[src/rtl/png_game_pkg.sv]
// Shared types and constants for the Pong game-flow sequencer.
package png_game_pkg;

    localparam int unsigned SCORE_W       = 4;
    localparam int unsigned WIN_SCORE_DEF = 11;

    typedef enum logic [1:0] {
        ATTRACT   = 2'd0,
        SERVE     = 2'd1,
        PLAY      = 2'd2,
        GAME_OVER = 2'd3
    } game_state_t;

    // Saturating increment: a score register parked at full scale stays there.
    function automatic logic [SCORE_W-1:0] score_inc(input logic [SCORE_W-1:0] s);
        return (s == '1) ? s : s + 1'b1;
    endfunction

endpackage

[src/rtl/png_serve_timer.sv]
// Post-miss serve delay: counts frame ticks and flags the tick that releases the ball.
module png_serve_timer #(
    parameter int unsigned SERVE_FRAMES = 64,
    parameter int unsigned CNT_W        = 8
) (
    input  logic clk,
    input  logic clr,
    input  logic clear,
    input  logic tick,
    output logic done
);

    logic [CNT_W-1:0] cnt;

    assign done = tick && !clear && (cnt == CNT_W'(SERVE_FRAMES - 1));

    always_ff @(posedge clk or posedge clr) begin
        if (clr) begin
            cnt <= '0;
        end else if (clear || done) begin
            cnt <= '0;
        end else if (tick) begin
            cnt <= cnt + 1'b1;
        end
    end

endmodule

[src/rtl/png_game_seq.sv]
// Pong game-flow sequencer: attract/serve/play/game-over control, scores and serve direction.
module png_game_seq
    import png_game_pkg::*;
#(
    parameter int unsigned WIN_SCORE    = png_game_pkg::WIN_SCORE_DEF,
    parameter int unsigned SERVE_FRAMES = 64,
    parameter int unsigned CNT_W        = 8
) (
    input  logic         clk,
    input  logic         clr,
    input  logic         coin,
    input  logic         frame_tick,
    input  logic         miss_l,
    input  logic         miss_r,
    output logic         attract,
    output logic         ball_en,
    output logic         serve_dir,
    output logic [3:0]   score_l,
    output logic [3:0]   score_r,
    output logic         game_over
);

    localparam logic [SCORE_W-1:0] WIN = SCORE_W'(WIN_SCORE);

    game_state_t        state;
    logic               coin_s1, coin_s2, coin_d;
    logic               coin_rise;
    logic               serve_clear;
    logic               serve_done;
    logic [SCORE_W-1:0] next_l, next_r;

    always_ff @(posedge clk or posedge clr) begin
        if (clr) begin
            coin_s1 <= 1'b0;
            coin_s2 <= 1'b0;
            coin_d  <= 1'b0;
        end else begin
            coin_s1 <= coin;
            coin_s2 <= coin_s1;
            coin_d  <= coin_s2;
        end
    end

    assign coin_rise   = coin_s2 & ~coin_d;
    assign next_l      = score_inc(score_l);
    assign next_r      = score_inc(score_r);
    // Counter is held clear outside SERVE, so a tick on the entry edge is never counted.
    assign serve_clear = (state != SERVE);

    png_serve_timer #(
        .SERVE_FRAMES (SERVE_FRAMES),
        .CNT_W        (CNT_W)
    ) u_serve_timer (
        .clk   (clk),
        .clr   (clr),
        .clear (serve_clear),
        .tick  (frame_tick),
        .done  (serve_done)
    );

    always_ff @(posedge clk or posedge clr) begin
        if (clr) begin
            state     <= ATTRACT;
            score_l   <= '0;
            score_r   <= '0;
            serve_dir <= 1'b0;
            attract   <= 1'b1;
            ball_en   <= 1'b0;
            game_over <= 1'b0;
        end else begin
            case (state)
                ATTRACT, GAME_OVER: begin
                    if (coin_rise) begin
                        state     <= SERVE;
                        score_l   <= '0;
                        score_r   <= '0;
                        serve_dir <= 1'b0;
                        attract   <= 1'b0;
                        ball_en   <= 1'b0;
                        game_over <= 1'b0;
                    end
                end
                SERVE: begin
                    if (serve_done) begin
                        state   <= PLAY;
                        ball_en <= 1'b1;
                    end
                end
                PLAY: begin
                    // miss_l wins a tie; the simultaneous miss_r is dropped.
                    if (miss_l || miss_r) begin
                        ball_en <= 1'b0;
                        if (miss_l) begin
                            score_r   <= next_r;
                            serve_dir <= 1'b0;
                        end else begin
                            score_l   <= next_l;
                            serve_dir <= 1'b1;
                        end
                        if ((miss_l && next_r == WIN) || (!miss_l && next_l == WIN)) begin
                            state     <= GAME_OVER;
                            attract   <= 1'b1;
                            game_over <= 1'b1;
                        end else begin
                            state <= SERVE;
                        end
                    end
                end
                default: begin
                    state     <= ATTRACT;
                    attract   <= 1'b1;
                    ball_en   <= 1'b0;
                    game_over <= 1'b0;
                end
            endcase
        end
    end

endmodule
[config.mk]
export PLATFORM = sky130hd
export DESIGN_NAME = png_game_seq
export DESIGN_NICKNAME = d
export VERILOG_FILES = /design/src/rtl/png_game_pkg.sv /design/src/rtl/png_serve_timer.sv /design/src/rtl/png_game_seq.sv
export SDC_FILE = /design/constraint.sdc
export NUM_CORES = 1
export LEC_CHECK = 0
export ABC_AREA = 1
export BUFFER_PORTS_ARGS = -buffer_cell sky130_fd_sc_hd__buf_2
export CAP_MARGIN = 20
export CORE_MARGIN = 3
export CORE_UTILIZATION = 61
export DETAILED_ROUTE_END_ITERATION = 7
export GPL_ROUTABILITY_DRIVEN = 0
export PLACE_DENSITY = 0.83
export SKIP_CTS_REPAIR_TIMING = 1
export SLEW_MARGIN = 20
export SYNTH_ARGS = -nofsm -noshare
export SYNTH_HDL_FRONTEND = slang
export SYNTH_HIERARCHICAL = 1
export SYNTH_SLANG_ARGS = --single-unit
export TNS_END_PERCENT = 5
[constraint.sdc]
create_clock -name clk -period 2.4 [get_ports clk]
set_input_delay 0.72 -clock clk [delete_from_list [all_inputs] [get_ports clk]]
set_output_delay 0.72 -clock clk [all_outputs]
set_load 0.05 [all_outputs]
==> impl_metrics.env <==
export IMPL_status="completed"
export IMPL_tightest_slew_ns=0.619
export IMPL_areaGrowthSynthToFinish_pct=10.1
export IMPL_drv_cap=0
export IMPL_synth_edff_count=0
export IMPL_ys_flop_type="dfrtp_1"
export IMPL_grt_pass1_vias=1107
export IMPL_grt_util_all_layers_pct=21.2
export IMPL_fin_crit_ns=1.83
export IMPL_drt_iter0_drc=43
export IMPL_finalHoldViolations=0
export IMPL_crit_type="reg2out"
export IMPL_cts_tree="yes"
export IMPL_cts_buffers_inserted=3
export IMPL_io_pins=18
export IMPL_ir_drop_mv=0.798
export IMPL_finalPower_mw=1.44
export IMPL_core_area_um2=2100
export IMPL_slew_headroom_pct=58.7
export IMPL_portBuffers=17
export IMPL_critPathLaunchType="flop"
export IMPL_drc=0
export IMPL_clk_latency_ns=0.30
export IMPL_clock_sinks=25
export IMPL_r2r_worst_path_cells=10
export IMPL_synthCells=179
export IMPL_die_h_um=54.6
export IMPL_path_cells="buf_2"
export IMPL_ys_seq_area_share_pct=43.5
export IMPL_fin_tns_setup_ns=0
export IMPL_grt_pass1_wl_mm=4.53
export IMPL_dieArea_um2=2980
export IMPL_finalSetupViolCount=0
export IMPL_slew_viol_final=0
export IMPL_nets=213
export IMPL_synth_area_top_cells="dfrtp_1 (42%), nand2_1 (13%), inv_1 (7.3%)"
export IMPL_clock_root_buffer="clkbuf_4"
export IMPL_routed_wirelength_mm=2.58
export IMPL_cp_num_buf_inv=1
export IMPL_synth_top_cell_by_area="dfrtp_1"
export IMPL_synth_nets=191
export IMPL_crit_family="flip-flops"
export IMPL_pre_cts_ws_ns=0.665
export IMPL_crit_cells=1
export IMPL_power_density_nw_per_um2=911
export IMPL_grt_setup_unrepaired="false"
export IMPL_netlist_area_um2=1440
export IMPL_insertedDiodeCount=0
export IMPL_syn_mean_instance_area_um2=8.05
export IMPL_grt_antenna_before_repair=0
export IMPL_ys_top_cells_by_count="nand2_1 (49), inv_1 (28), dfrtp_1 (24), nand3_1 (14), nor2_1 (9)"
export IMPL_crit_arrival_ns=1.11
export IMPL_path_clk_slew_ns=0.12
export IMPL_clk_path_buf_depth=2
export IMPL_cpPeakStageDelay_ns=0.55
export IMPL_synth_cell_types=24
export IMPL_synth_most_common_cell="nand2_1"
export IMPL_drive_gt1_share_pct=20.5
export IMPL_fin_crit_sh_pct=76.2
export IMPL_async_flop_share_pct=100
export IMPL_hp_class="in2async"
export IMPL_via_count=1181
export IMPL_start_util_pct=68.5
export IMPL_ys_ff_latch=25
export IMPL_firstDrtPassIters=4
export IMPL_avgViaCountPerCell=5.20
export IMPL_cp_slowest_cell="dfstp_2"
export IMPL_dp_hpwl_mm=2.09
export IMPL_ant_nets=0
export IMPL_grt_max_degree=18
export IMPL_globalRouteOverflowTotal=0
export IMPL_skew_ns=0.00204
export IMPL_netlist_area_leader_share_pct=41.7
export IMPL_yosysWarnings=6
export IMPL_crit_required_ns=1.68
export IMPL_cp_max_fo=2
export IMPL_cts_max_level=1
export IMPL_n_fill_cell=175
export IMPL_die_w_um=54.6
export IMPL_setup_slack_ns=0.572
export IMPL_postLayoutCoreUtil_pct=75.4
export IMPL_leakage_nw=0.820
export IMPL_worst_setup_path_end_kind="output port"
export IMPL_row_count=16
export IMPL_hold_ws_ns=0.349
export IMPL_wire_per_inst_um=11.4
export IMPL_fmax_mhz=547
-- cell families after synthesis --
group / after synthesis / synth area share, %
AO/OA/AOI/OAI: 22 / 10.1
adder cells (fa/ha/maj): 6 / 5.21
XOR/XNOR: 5 / 3.04
AND/OR/NAND/NOR: 90 / 30.1
buffers and inverters: 31 / 8.08
flip-flops: 25 / 43.5
-- state kept, by name (all words and copies together) (netlist names) --
name               flops
state                  2
coin_s1                1
u_serve_timer/cnt      8
score_l                4
ball_en                1
game_over              1
score_r                4
coin_d                 1
serve_dir              1
attract                1
coin_s2                1
-- layout by cell type, fill, tap and decap left out, drive strengths merged, types with 2 or more instances in the layout --
master,instances
inv,31
nand3,14
clkbuf,4
a21oi,2
xor2,4
nand4,6
o22ai,5
dfrtp,24
buf,17
ha,6
nor2,17
o21ai,13
nand2,51
-- metal layers --
| metal | vias to the layer above | part of all wire [%] | track usage, % |
|---|---|---|---|
| met5 | - | 0 | 0 |
| met3 | 2 | 4.8 | 4.90 |
| met4 | 0 | 0.47 | 3.73 |
| met1 | 538 | 49 | 28.9 |
| li1 | 616 | - | - |
| met2 | 25 | 45 | 34.6 |
-- power breakdown --
| part | total [mW] | switching [mW] | internal [mW] | leakage, nW |
|---|---|---|---|---|
| sequential | 0.551 | 0.0542 | 0.497 | 0.333 |
| clock | 0.177 | 0.113 | 0.0648 | 0.0150 |
| combinational | 0.716 | 0.520 | 0.196 | 0.473 |
-- through the flow --
step / instances / cell area, um^2
finish: 227 / 1590
global route: 227 / 1590
CTS: 227 / 1590
detailed placement: 223 / 1560
global placement: 223 / 1560
floorplan: 179 / 1440
-- layout make-up --
cell class	count	area (um^2)	area share, %
multi-input combinational	123	697	44.0
sequential	25	627	39.5
inverter	31	116	7.34
timing repair buffer	17	85.1	5.37
tap	27	33.8	2.13
clock buffer	4	26.3	1.66
-- path summary, 6_finish.rpt --
kind	slack [ns]	from	end
min	0.35	clr	u_serve_timer/cnt[7]
min in group clk	0.38	coin_s1	coin_s2
max reg2reg	0.65	state[1]	state[1]
max	0.57	attract	attract
max in group asynchronous	1.53	clr	score_l[1]
min reg2reg	0.38	coin_s1	coin_s2
Note: power is estimated with default switching activity, not from simulation.
